### config.mk
export PLATFORM = sky130hd
export DESIGN_NAME = contador_rst
export DESIGN_NICKNAME = d
export VERILOG_FILES = /design/src/rtl/contador_pkg.sv /design/src/rtl/contador_rst.sv
export SDC_FILE = /design/constraint.sdc
export NUM_CORES = 1
export LEC_CHECK = 0
export ABC_AREA = 1
export CAP_MARGIN = 20
export CELL_PAD_IN_SITES_DETAIL_PLACEMENT = 0
export CELL_PAD_IN_SITES_GLOBAL_PLACEMENT = 1
export CORE_AREA = 2 2 39 41
export CTS_CLUSTER_SIZE = 24
export DETAILED_ROUTE_END_ITERATION = 7
export DIE_AREA = 0 0 41 43
export GPL_TIMING_DRIVEN = 0
export HOLD_SLACK_MARGIN = 0.1
export PLACE_DENSITY = 0.61
export SETUP_SLACK_MARGIN = 0.5
export SYNTH_ARGS = -nofsm -noshare
export SYNTH_HDL_FRONTEND = slang
export SYNTH_SLANG_ARGS = --single-unit
### constraint.sdc
create_clock -name Clk -period 2.7 [get_ports Clk]
set_clock_uncertainty 0.2 [all_clocks]
set_input_delay 0.81 -clock Clk [delete_from_list [all_inputs] [get_ports Clk]]
set_output_delay 0.81 -clock Clk [all_outputs]
set_load 0.03 [all_outputs]
### src/rtl/contador_pkg.sv
// Default constants for the contador_rst bit counter.
package contador_pkg;
    localparam int CONTADOR_MAX_DEF   = 9;
    localparam int CONTADOR_WIDTH_DEF = 4;
endpackage

### src/rtl/contador_rst.sv
// Serial-bus bit counter: counts 1..MAX and wraps to 1, so 0 appears only after reset; one-edge latency, En=0 holds.
// Define CONTADOR_TC_EN to add the combinational terminal-count output Tc.
module contador_rst
    import contador_pkg::*;
#(
    parameter int MAX   = CONTADOR_MAX_DEF,
    parameter int WIDTH = CONTADOR_WIDTH_DEF
) (
    input  logic             Clk,
    input  logic             Rst,
    input  logic             En,
`ifdef CONTADOR_TC_EN
    output logic             Tc,
`endif
    output logic [WIDTH-1:0] Out
);

    localparam logic [WIDTH-1:0] MAX_V = WIDTH'(MAX);

    if (MAX < 1 || MAX > (2 ** WIDTH) - 1) begin : g_bad_max
        $error("contador_rst: MAX must lie in 1..2**WIDTH-1");
    end

    // Wrap to 1 rather than 0 so every 9-clock frame after the first spans 1..MAX;
    // the >= also recovers from any out-of-range value on the next enabled edge.
    always_ff @(posedge Clk or posedge Rst) begin
        if (Rst) begin
            Out <= '0;
        end else if (En) begin
            Out <= (Out >= MAX_V) ? WIDTH'(1) : Out + WIDTH'(1);
        end
    end

`ifdef CONTADOR_TC_EN
    assign Tc = (Out == MAX_V);
`endif

endmodule

==> summary.txt <==
STA
  • WHS: 379 ps
  • Worst slew pin tran: 299 ps
  • Fin crit period: approximately 2100 ps
  • Final setup violation count: 0
  • Setup TNS: 0 ps
  • Highest Clock Rate: 475 MHz
  • Unrepaired setup endpoints after global routing: false
  • Final hold vios: 0
  • Final slew viol count: 0
  • Final cycle utilization of the critical path: 0.779
  • Slew HR: 0.802

Drt
  • # DRC: 0
  • Remaining antenna violation count after routing: 0
  • Routed vias/inst: 3.84
  • WL final: 509 µm
  • Routed WL per cell: 8.21 µm
  • DRT Pass-1 Iters: 2
  • DR vias: ~240
  • Starting DRT DRC Count: 2

Worst setup path
  • Stages on worst setup path: 1
  • Flop2flop setup slack: 1390 ps
  • Crit Path Category: reg2out
  • Reg2reg start: Out[0]$_DFFE_PP0P_
  • Worst r2r path cells: 6
  • Crit start category: register
  • Kind of cell adding the most delay to the critical path: flip-flops
  • Crit. End Element: primary output
  • Slowest CP cell: dfrtp_1
  • Critical Path RT: 1690 ps
  • CP bufs+invs: 1
  • Critical Path AT: 1090 ps
  • CP peak stage delay: 440 ps
  • Largest fanout on the critical path: 6
  • RR Endpoint: Out[3]$_DFFE_PP0P_
  • Crit-path cells: dlygate4sd2_1

Clock tree
  • # Post-CTS Setup Buffers: 0
  • Largest buffer count on any clock path: 2
  • Clk Latency, worst-skew pair: 230 ps
  • H-tree depth: 1
  • Worst-path clk slew: 40 ps
  • Root buffer cell: clkbuf_4
  • Hold Buf Count CTS: 0
  • CTS tree: yes
  • Sink Count: 4
  • CTS buffer count: 3
  • Post-CTS Resized: 4

Layout
  • Fraction of layout cells with a size suffix above 1: 0.109
  • Largest register FFs: 4
  • Largest regs: Out (4)
  • Most frequent cells in the layout: nand2_1 (13), inv_1 (7)
  • P&R area growth vs syn: 36.8%
  • Fin nets: 54
  • N_diodes: 0
  • Top reg by flops: Out
  • Commonest non-fill, non-tap cell in the layout: nand2_1

Die
  • Initial Util: 0.192
  • Core footprint: 0.00138 mm²
  • Placement Rows: 14
  • Io pins: 7
  • Die H: 43 µm
  • Die Area: 0.00176 mm²
  • Die width: slightly above 40 µm

Pwr
  • Worst ir drop on vdd: 0.271 mV
  • PwrDens: 1150 mW/mm²
  • Static Leak: around 0.21 nW

Synth
  • Post-synth top area share: 0.377
  • Unique masters post-synth: 8
  • Synthesized cell area: 265 µm²
  • Syn Inst Count: 37
  • Yosys warnings: 0
  • Synth top area cells: dfrtp_1 (38%), nand2_1 (18%), ha_1 (14%)
  • Sequential cell area fraction in the yosys report: 0.377
  • Synth area leader: dfrtp_1
  • #FFs+latches synth: 4
  • Syn avg cell area: 7.17 µm²
  • Post-synthesis net count: 43

Global route
  • Initial antenna violation count: 0
  • First-pass GRT wire length: just under 900 µm
  • Tot GR Track Use: 0.0736
  • Largest net degree at the start of global routing: 8
  • Vias in the first global route: 226
  • Gr ovfl total: 0

Place
  • PortBufs: 6
  • GPL Wtd Cong: 0.722
  • DP Wirelength: 400 µm

Min path
  • HP Start: Out[1]$_DFFE_PP0P_
  • Hold/Removal Path Class: reg2reg
  • Cells on Worst Hold Path: 2
  • Hold endpoint: Out[1]$_DFFE_PP0P_

Outcome
  • Status: finished clean

Flow run
  • Max_cap viols: 0
-- kinds of logic (layout without fill, tap and decap cells) --
kind of cell | after synthesis | after routing | share of synthesized area
buffers and inverters | 7 | 16 | 0.0991
AOI/OAI and AO/OA | 1 | 1 | 0.0424
and+or+nand+nor | 22 | 22 | 0.340
adders and majority gates | 3 | 3 | 0.142
DFF | 4 | 4 | 0.377
-- worst max path at each step --
stage,startpoint,endpoint
2_1_floorplan,Out[0]$_DFFE_PP0P_,Out[0]
3_3_place_gp,Out[0]$_DFFE_PP0P_,Out[0]
3_5_place_dp,Out[0]$_DFFE_PP0P_,Out[0]
4_1_cts,Out[0]$_DFFE_PP0P_,Out[0]
5_1_grt,Out[0]$_DFFE_PP0P_,Out[0]
6_report,Out[0]$_DFFE_PP0P_,Out[0]
-- Yosys cell counts (all sizes together) --
cell type,count
dfrtp,4
ha,3
inv,7
nand2,14
nand3,4
nor2,4
o21bai,1
-- power breakdown --
group,leakage (nW),internal [mW],total (mW),switching [mW]
logic,0.145,0.0804,0.217,0.136
clock network,0.0138,0.0496,0.0727,0.0230
registers,0.0495,0.0895,0.128,0.0382
-- through the flow --
step	instances	worst slack [ps]	total power, mW	cell area (µm²)	utilization
after floorplan	37	1130	0.282	265	-
after global placement	59	550	0.367	345	0.250
after detailed placement	59	555	0.369	345	0.250
after CTS	62	585	0.427	363	0.262
after global routing	62	531	0.464	363	0.262
final	62	596	0.417	363	0.262
-- routing by layer --
metal  GRT usage  share of wire  vias up
met5           0              0        -
met4      0.0600              0        0
met3      0.0157          0.057        0
met2       0.100           0.42        6
met1      0.0945           0.52      104
li1            -              -      128
-- cell type report --
cell class	instances	area, µm²
Multi-Input combinational cell	26	139
Timing Repair Buffer	6	55.1
Tap cell	16	20.0
Fill cell	164	1020
Inverter	7	26.3
Clock buffer	3	22.5
Sequential cell	4	100
No activity file was read; power rests on OpenSTA's default activity.
